<file path="src/rtl/sram_controller.sv">
// Sequences one 32-bit MEM-stage load/store onto a 16-bit asynchronous SRAM as
// two half-word phases (low then high), freezing the pipeline through ready.
module sram_controller #(
    parameter logic [31:0] BASE_ADDR   = 32'd1024,
    parameter int unsigned WAIT_CYCLES = 1
) (
    input  logic        clk,
    input  logic        rst,
    input  logic        wr_en,
    input  logic        rd_en,
    input  logic [31:0] address,
    input  logic [31:0] write_data,
    output logic [31:0] read_data,
    output logic        ready,
    output logic [17:0] sram_addr,
    output logic        sram_we_n,
    output logic [15:0] sram_dq_out,
    output logic        sram_dq_oe,
    input  logic [15:0] sram_dq_in,
    output logic [1:0]  state_dbg
);

    localparam logic [1:0] S_IDLE = 2'd0;
    localparam logic [1:0] S_LOW  = 2'd1;
    localparam logic [1:0] S_HIGH = 2'd2;
    localparam logic [1:0] S_DONE = 2'd3;

    localparam logic [3:0] WAIT_LAST = 4'(WAIT_CYCLES);

    logic [1:0]  state;
    logic [3:0]  cnt;
    logic        op_wr;
    logic [16:0] word_q;
    logic [31:0] data_q;
    logic [31:0] off_in;
    logic        req;
    logic        phase_end;
    logic        unused_off_bits;

    assign req             = wr_en | rd_en;
    assign off_in          = address - BASE_ADDR;
    assign unused_off_bits = ^{off_in[31:19], off_in[1:0]};
    assign phase_end       = ((state == S_LOW) || (state == S_HIGH)) && (cnt == WAIT_LAST);
    assign state_dbg       = state;

    always_ff @(posedge clk or posedge rst) begin
        if (rst) begin
            state     <= S_IDLE;
            cnt       <= 4'd0;
            op_wr     <= 1'b0;
            word_q    <= 17'd0;
            data_q    <= 32'd0;
            read_data <= 32'd0;
        end else begin
            case (state)
                S_IDLE: begin
                    if (req) begin
                        op_wr  <= wr_en;
                        word_q <= off_in[18:2];
                        data_q <= write_data;
                        cnt    <= 4'd0;
                        state  <= S_LOW;
                    end
                end
                S_LOW, S_HIGH: begin
                    if (phase_end) begin
                        cnt <= 4'd0;
                        if (!op_wr) begin
                            if (state == S_LOW) read_data[15:0]  <= sram_dq_in;
                            else                read_data[31:16] <= sram_dq_in;
                        end
                        state <= (state == S_LOW) ? S_HIGH : S_DONE;
                    end else begin
                        cnt <= cnt + 4'd1;
                    end
                end
                default: state <= S_IDLE;
            endcase
        end
    end

    // Handshake: ready=1 means the pipeline may advance on the next edge. In IDLE
    // it is ~request (combinational), 0 throughout LOW/HIGH, and 1 only in DONE.
    always_comb begin
        ready       = 1'b0;
        sram_addr   = 18'd0;
        sram_we_n   = 1'b1;
        sram_dq_oe  = 1'b0;
        sram_dq_out = 16'd0;
        case (state)
            S_IDLE: ready = ~req;
            S_DONE: ready = 1'b1;
            S_LOW, S_HIGH: begin
                sram_addr  = {word_q, state == S_HIGH};
                sram_we_n  = ~op_wr;
                sram_dq_oe = op_wr;
                if (op_wr)
                    sram_dq_out = (state == S_HIGH) ? data_q[31:16] : data_q[15:0];
            end
            default: ready = 1'b0;
        endcase
    end

endmodule

</file>
<file path="config.mk">
export PLATFORM = sky130hd
export DESIGN_NAME = sram_controller
export DESIGN_NICKNAME = d
export VERILOG_FILES = /design/src/rtl/sram_controller.sv
export SDC_FILE = /design/constraint.sdc
export NUM_CORES = 1
export LEC_CHECK = 0
export ABC_CLOCK_PERIOD_IN_PS = 5510
export BUFFER_PORTS_ARGS = -buffer_cell sky130_fd_sc_hd__buf_2
export CORE_AREA = 4 4 169 105
export CTS_CLUSTER_SIZE = 30
export DETAILED_ROUTE_END_ITERATION = 16
export DIE_AREA = 0 0 173 109
export GPL_ROUTABILITY_DRIVEN = 0
export SETUP_SLACK_MARGIN = 0.4
export SLEW_MARGIN = 20
export SYNTH_ARGS = -nofsm -noshare
export SYNTH_HDL_FRONTEND = slang
export SYNTH_SLANG_ARGS = --single-unit
export TNS_END_PERCENT = 50
</file>
<file path="constraint.sdc">
create_clock -name clk -period 5.51 [get_ports clk]
set_clock_uncertainty 0.2 [all_clocks]
set_input_delay 0.2755 -clock clk [delete_from_list [all_inputs] [get_ports clk]]
set_output_delay 0.2755 -clock clk [all_outputs]
set_load 0.1 [all_outputs]
</file>
# After elaboration in Yosys (flattened, before gate mapping)
# Cells that the tools add are included.
# op_classes
addsub,2
n_eq_ne,6
muxes,14
bitwise_logic,4
n_reduce_logical,10
# ops
cell,count
$mux W16,3
$sub A19 B11 Y19 const B,1
$mux W18,1
$mux W4,2
$pmux W4 S2,1
$reduce_and A4 Y1,2
$reduce_and A2 Y1,3
$add A4 B1 Y4 const B,1
$eq A2 B2 Y1 const B,2
$eq A4 B1 Y1 const B,1
$mux W2,2
$ne A2 B2 Y1 const B,2
$pmux W2 S2,1
$mux W1,3
$not A1 Y1,3
$eq A2 B1 Y1 const B,1
$logic_not A2 Y1,1
$pmux W1 S2,1
$reduce_bool A2 Y1,1
$reduce_or A2 Y1,1
$logic_and A1 B1 Y1,1
$logic_or A1 B1 Y1,1
$or A1 B1 Y1,1
# word_totals
ff_bits,88
out_inout_bits,71

# Longest topological paths before layout
# Gate-level depths: netlist of the first run.
# depth
ltp_word,5
mapped_depth,8
depth_no_buf,5

# Least setup slack after synthesis of the first run
# Ideal clock, no wire load.
# synth_timing
path_kind,reg2out
start,"register state[1], in the netlist state_dbg[1]"
end,output sram_dq_out[10]
arrival_ps,4008
required_time_ps,5035
setup_slack_ps,1026
path_stages_with_launch,6
path_cell_list,dfrtp_1 ha_1 clkbuf_1 buf_2 mux2i_1 nor2_1
# synth_between
elab_chain_cells,4
# synth_lines
item,line,source
"start, declared",30,logic [1:0] state;
"start signal, assigned",72,state <= (state == S_LOW) ? S_HIGH : S_DONE;
$eq A2 B2 Y1,"90, 98",
$mux W16,98,sram_dq_out = (state == S_HIGH) ? data_q[31:16] : data_q[15:0];
$mux W16,97,if (op_wr)
$mux W16 *,90,case (state)
"end, declared",17,"output logic [15:0] sram_dq_out,"
# Every way passes the cells marked *; elsewhere a longest branch is shown, timed or not.

# Final worst setup path of the first run
# layout_timing
start,"register state[0], in the netlist state_dbg[0]"
end,output sram_dq_out[13]
# The elaborated chain is that of the path after synthesis.

==> summary.txt, run 1 <==
Route
  – Pre-Repair DR Iteration Count: 4
  – WL final: 10900 um
  – # DRC: 0
  – Vias per cell: about 4.2
  – Total number of vias: 3364
  – ANT nets after route: 0
  – Initial DRC Count: between 100 and 150
  – DR WL/cell: approximately 14 um

Run
  – Max Cap Viol: 0

STA
  – Slew Limit Fails: 0
  – Max frequency: 276 MHz
  – Setup violations, final: 0
  – RSZ-0062 raised after global routing: no
  – Minimum clock period: 3620 ps
  – Rel. slew slack: 34.6%
  – Setup TNS: 0 ps
  – Slew @ Worst Pin: 981 ps
  – Crit share post-route: 65.7%
  – Final Hold Viols: 0

GRT
  – Initial antenna violation count: 0
  – First-pass GRT wire length: 18300 um
  – Grt ovf: 0
  – Most Crowded Layer GR: met2
  – Routing usage on met2: a little over 20%
  – Vias in the first global route: 3640
  – Largest net degree at the start of global routing: 60
  – Overall Global Routing Usage: 12.0%
  – GR Util met1: around 15%
  – GR Layer Usage met3: 4.61%

Logic synthesis
  – Main area contributors after synthesis: dfrtp_1, nand2_1, mux2_2
  – Most numerous cell in the Yosys netlist: nand2_1
  – Post-synthesis compound-gate area fraction: about 4.2%
  – Synth top cells by count: nand2_1, dfrtp_1, nor2_1
  – Yosys top cell by area: dfrtp_1
  – Cell Area, Synth: between 3000 and 4000 um^2
  – Post-Synth Simple-Gate Area: 20.8%
  – Register area share after synthesis: 55.1%
  – EDFF count, synth: 0
  – Main synth FF type: dfrtp_1
  – Share of the synthesized area in the top cell type: 55.1%
  – Largest family of logic cells by synthesized area: simple AND/OR/NAND/NOR gates
  – Seq cells post-synth: 88
  – Post-synth cell types: 39
  – Mapped Cells: between 300 and 400
  – Adder-cell area share of the yosys netlist: 2.19%
  – Synth Warn #: 0
  – Syn nets: 476
  – XOR/XNOR Fraction of Synth Area: 0.439%
  – Syn_area_per_cell: 10.4 um^2
  – Async SR Flop Fraction: 100%
  – Mux cell area share after synthesis: around 14%

Critical path
  – CP Launch Type: register
  – Max Fanout on Critical Path: 26
  – Worst reg-to-reg setup slack: 2450 ps
  – Largest delay contributor family on the critical path: simple AND/OR/NAND/NOR gates
  – Crit-path max cell delay: 810 ps
  – Setup Crit Path Kind: register to output port
  – Crit path buf inv count: 2
  – Reg-to-Reg Start: state_dbg[0]
  – Element type at the critical path end: output port
  – CP max stage cell: ha_1
  – Req. time, crit path: 5030 ps
  – Crit path to: sram_dq_out[13]
  – Critical path startpoint: state_dbg[0]
  – Critical path arrival: 3140 ps
  – Worst reg-to-reg path cell count: 5
  – Worst path depth: 5
  – FF-to-FF End: read_data[4]
  – CP Cell Sequence: inv_1, ha_1, nand2_1, nor2_1, buf_2

Clocking
  – CTS H-tree depth: 3
  – Clock Path Buffers: 2
  – Reg clk slew, reported paths: 70 ps
  – TritonCTS clock tree: done
  – CTS Buf Count: 9
  – Number of clock sinks: 88
  – Clock Tree Root: clkbuf_16
  – Clock Latency Late Sink: 330 ps
  – Post-cts resize count: 0

Floorplan
  – Top Ports: 155
  – Die H: 109 um
  – Core area: 16100 um^2
  – Initial Util: 24.8%
  – Rows: 36
  – Width of the die: between 150 and 200 um
  – Die area: 18900 um^2

Placement
  – IO Port Bufs: 139
  – Dpl cell area: a little under 5000 um^2
  – HPWL after DPL: 7340 um
  – Placed Cells incl. Taps: approximately 720

Final layout
  – Nets: 670
  – ANT cells: 0
  – Area growth syn-to-layout: 44.8%
  – Filler instances: 1633
  – Post-Layout Cell Count: 793
  – Layout cells sized above 1: around 34%
  – Fin area: 5780 um^2

Hold path
  – Hold Crit Class: primary input to register

Run status
  – Status: complete, no violations
sequential cells by signal, summed over array words and instances, names as in the netlist:
register / cells
cnt: 4
data_q: 32
op_wr: 1
read_data: 32
state_dbg: 2
word_q: 17
per-layer routing:
metal / routed length (um) / vias up
met5: 0 / -
met4: 73 / 0
met3: 748 / 8
met2: 5050 / 118
met1: 5030 / 1591
li1: - / 1647
through the flow:
stage	hold WS [ps]	setup WS, ps	util [%]
detailed placement	134	2180	30.3
CTS	2.32	1800	35.9
global route	15.8	1590	35.9
global placement	126	2360	30.3
floorplan	181	1030	-
finish	22.9	1890	35.9
cell families after synthesis:
group | Yosys count
AO/OA/AOI/OAI | 27
buffers and inverters | 26
adder cells (fa/ha/maj) | 7
XOR/XNOR | 2
AND/OR/NAND/NOR | 187
multiplexers | 48
flip-flops | 88
tightest hold or removal path, stage by stage:
cell and delay (ps):
buf_2 110, o31ai_1 60, a31oi_1 80
worst min path at each step:
stage / start / end / slack (ps) / depth (start not counted)
final: address[16] / word_q[14] / 20 / 3
after floorplan: write_data[0] / data_q[0] / 180 / 2
after global routing: address[13] / word_q[11] / 20 / 3
after global placement: rst / read_data[3] / 130 / 2
after detailed placement: rst / read_data[6] / 130 / 2
after CTS: address[16] / word_q[14] / 2 / 3
layout make-up:
| cell class | instances | area [um^2] | share of cell area (%) |
|---|---|---|---|
| Tap cell | 209 | 262 | 4.52 |
| Multi-Input combinational cell | 271 | 1670 | 29.0 |
| Clock inverter | 4 | 53.8 | 0.931 |
| Sequential cell | 88 | 2200 | 38.1 |
| Inverter | 7 | 27.5 | 0.476 |
| Timing Repair Buffer | 202 | 1320 | 22.8 |
| Clock buffer | 12 | 246 | 4.26 |
placed cells by master, fill, tap and decap left out, types with 2 or more instances in the layout:
cell / instances
a31oi_1: 5
and2_1: 17
buf_2: 139
buf_4: 4
clkbuf_1: 2
clkbuf_16: 9
clkinvlp_4: 2
dfrtp_1: 88
dlygate4sd3_1: 59
ha_1: 7
inv_1: 6
mux2_2: 22
mux2_4: 10
mux2i_1: 16
nand2_1: 128
nand2b_1: 2
nand3_1: 2
nor2_1: 23
o21ai_0: 11
o31ai_1: 4
or3_1: 3
or3b_1: 2
or4_1: 3
repair_timing:
action / in CTS / in global routing
setup buffers: 0 / 0
endpoints found under the hold margin: 103 / 0
hold buffers: 59 / 0
Power of run 1 is left out: the tool's default activity adds up to more than one toggle a clock period on the data nets, which glitch-free logic cannot reach.
==> run 2, diff against run 1 <==
- ABC_AREA: not set -> 1
- ABC_CLOCK_PERIOD_IN_PS: 5510 -> 3050
- CORE_AREA: 4 4 169 105 -> 4 4 172 107
- DIE_AREA: 0 0 173 109 -> 0 0 176 111
- clock period: 5.51 -> 3.05 ns (I/O delays scaled with it)
==> run 2 against run 1 <==
Compared with the run above:
- via count rose by 15%
- cell count up 20%
- sequential share of layout area is 3.0 points lower
- critical path type unchanged
==> summary.txt, run 2 <==
Run status
  – Status: complete, no violations

Logic synthesis
  – Post-Synth Simple-Gate Area: 27.8%
  – Main area contributors after synthesis: dfrtp_1, nand2_1, o21ai_2
  – Main synth FF type: dfrtp_1
  – Yosys top cell by area: dfrtp_1
  – Syn nets: 605
  – Cell Area, Synth: 4170 um^2
  – Post-synthesis compound-gate area fraction: 8.56%
  – Largest family of logic cells by synthesized area: simple AND/OR/NAND/NOR gates
  – Most numerous cell in the Yosys netlist: nand2_1
  – Synth top cells by count: nand2_1, dfrtp_1, inv_1
  – XOR/XNOR Fraction of Synth Area: 0.210%
  – Register area share after synthesis: between 50% and 60%
  – Async SR Flop Fraction: 100%
  – Synth Warn #: 0
  – Mapped Cells: 514
  – Syn_area_per_cell: 8.10 um^2
  – Share of the synthesized area in the top cell type: 52.9%
  – Seq cells post-synth: 88
  – EDFF count, synth: 0
  – Post-synth cell types: 25
  – Mux cell area share after synthesis: 0%
  – Adder-cell area share of the yosys netlist: 2.10%

GRT
  – Vias in the first global route: 3913
  – GR Util met1: a little under a fifth
  – Most Crowded Layer GR: met2
  – Routing usage on met2: 19.9%
  – First-pass GRT wire length: 20400 um
  – Grt ovf: 0
  – GR Layer Usage met3: 3.72%
  – Overall Global Routing Usage: approximately 13%
  – Initial antenna violation count: 0
  – Largest net degree at the start of global routing: 51

Critical path
  – CP Launch Type: register
  – Critical path arrival: 2120 ps
  – Max Fanout on Critical Path: 18
  – Setup Crit Path Kind: register to output port
  – Req. time, crit path: ~2700 ps
  – Element type at the critical path end: output port

Floorplan
  – Initial Util: 24.7%
  – Die H: 111 um
  – Width of the die: 176 um
  – Top Ports: around 160
  – Die area: 19500 um^2
  – Rows: 37
  – Core area: 16900 um^2

Route
  – ANT nets after route: 0
  – # DRC: 0
  – DR WL/cell: between 10 and 15 um
  – Vias per cell: 4.04
  – Total number of vias: 3852
  – WL final: 12200 um
  – Initial DRC Count: 224
  – Pre-Repair DR Iteration Count: 4

STA
  – Slew Limit Fails: 0
  – Final Hold Viols: 0
  – WHS: 26.4 ps
  – Crit share post-route: 81.0%
  – Rel. slew slack: 60.9%
  – Setup TNS: 0 ps
  – Slew @ Worst Pin: ~600 ps
  – Setup violations, final: 0
  – Max frequency: 405 MHz
  – RSZ-0062 raised after global routing: no
  – Minimum clock period: approximately 2500 ps

Final layout
  – Filler instances: 1749
  – ANT cells: 0
  – Reg area: 2210 um^2
  – Multi-input gate area: 1840 um^2
  – Leading cell type in the layout, fill and taps excluded: nand2_1
  – Commonest cells after routing, fill and taps aside: nand2_1, buf_2, dfrtp_1
  – Largest regs: data_q x32, read_data x32, word_q x17
  – Layout cells sized above 1: a little under a third
  – Area growth syn-to-layout: 51.4%
  – Nets: 805

Run
  – Max Cap Viol: 0

Clocking
  – Clock Path Buffers: 2
  – Clock Latency Late Sink: around 330 ps
  – CTS H-tree depth: 3
  – Reg clk slew, reported paths: 70 ps
  – CTS Buf Count: 9
  – Number of clock sinks: roughly 90
  – TritonCTS clock tree: done
  – Clock Tree Root: clkbuf_16

Hold path
  – Hold Crit Class: primary input to register

Placement
  – IO Port Bufs: 139
  – HPWL after DPL: 8300 um
-- run 2: critical path: stages (launching register included) --
cell and delay, ps:
dfrtp_4 450, inv_1 90, ha_4 410, nand2_8 230, nor3_4 260, buf_4 320
-- run 2: logic make-up (layout without fill, tap and decap cells) --
family | Yosys count | count (layout)
AND/OR/NAND/NOR | 288 | 288
flip-flops | 88 | 88
buffers and inverters | 80 | 285
AO/OA/AOI/OAI | 50 | 50
adder cells (fa/ha/maj) | 7 | 7
XOR/XNOR | 1 | 1
-- run 2: cell type report --
type | count | share of cell area, %
inverters | 58 | 3.55
well taps | 234 | 4.64
multi-input cells | 346 | 29.2
clock inverters | 5 | 0.635
flip-flops and latches | 88 | 35.0
repair buffers | 211 | 23.1
clock buffers | 11 | 3.85
-- run 2: path summary, 6_finish.rpt --
check / from / end / slack, ps / cells past startpoint
worst max-delay path: state_dbg[1] / sram_dq_out[3] / 580 / 5
worst max register to register: state_dbg[1] / word_q[12] / 800 / 7
worst min register to register: read_data[21] / read_data[21] / 270 / 2
max in group asynchronous: rst / state_dbg[0] / 1840 / 4
worst min-delay path: address[11] / word_q[11] / 30 / 6
min in group asynchronous: rst / word_q[1] / 90 / 3
-- run 2: per-layer routing --
layer  vias up  routed length (um)  part of all wire, %
met4         0                  38                 0.31
met3         4                 814                  6.7
met1      1757                6100                   50
li1       1972                   -                    -
met2       119                5200                   43
met5         -                   0                    0
-- run 2: timing repair --
| action | 4_1_cts | 5_1_grt |
|---|---|---|
| setup buffers | 0 | 1 |
| hold buffers | 66 | 0 |
| pin swaps | 0 | 1 |
| setup endpoints to repair | 17 | 16 |
| hold endpoints to repair | 168 | 0 |
| gates resized for setup | 17 | 0 |
-- run 2: per-stage QoR --
stage	cell area, um^2	cells	util (%)	setup slack, ps
floorplan	4420	514	-	402
global placement	5310	870	31.5	572
detailed placement	5310	870	31.5	575
CTS	6300	952	37.4	441
global route	6310	953	37.4	438
finish	6310	953	37.4	579
Power of run 2 is left out for the same reason.
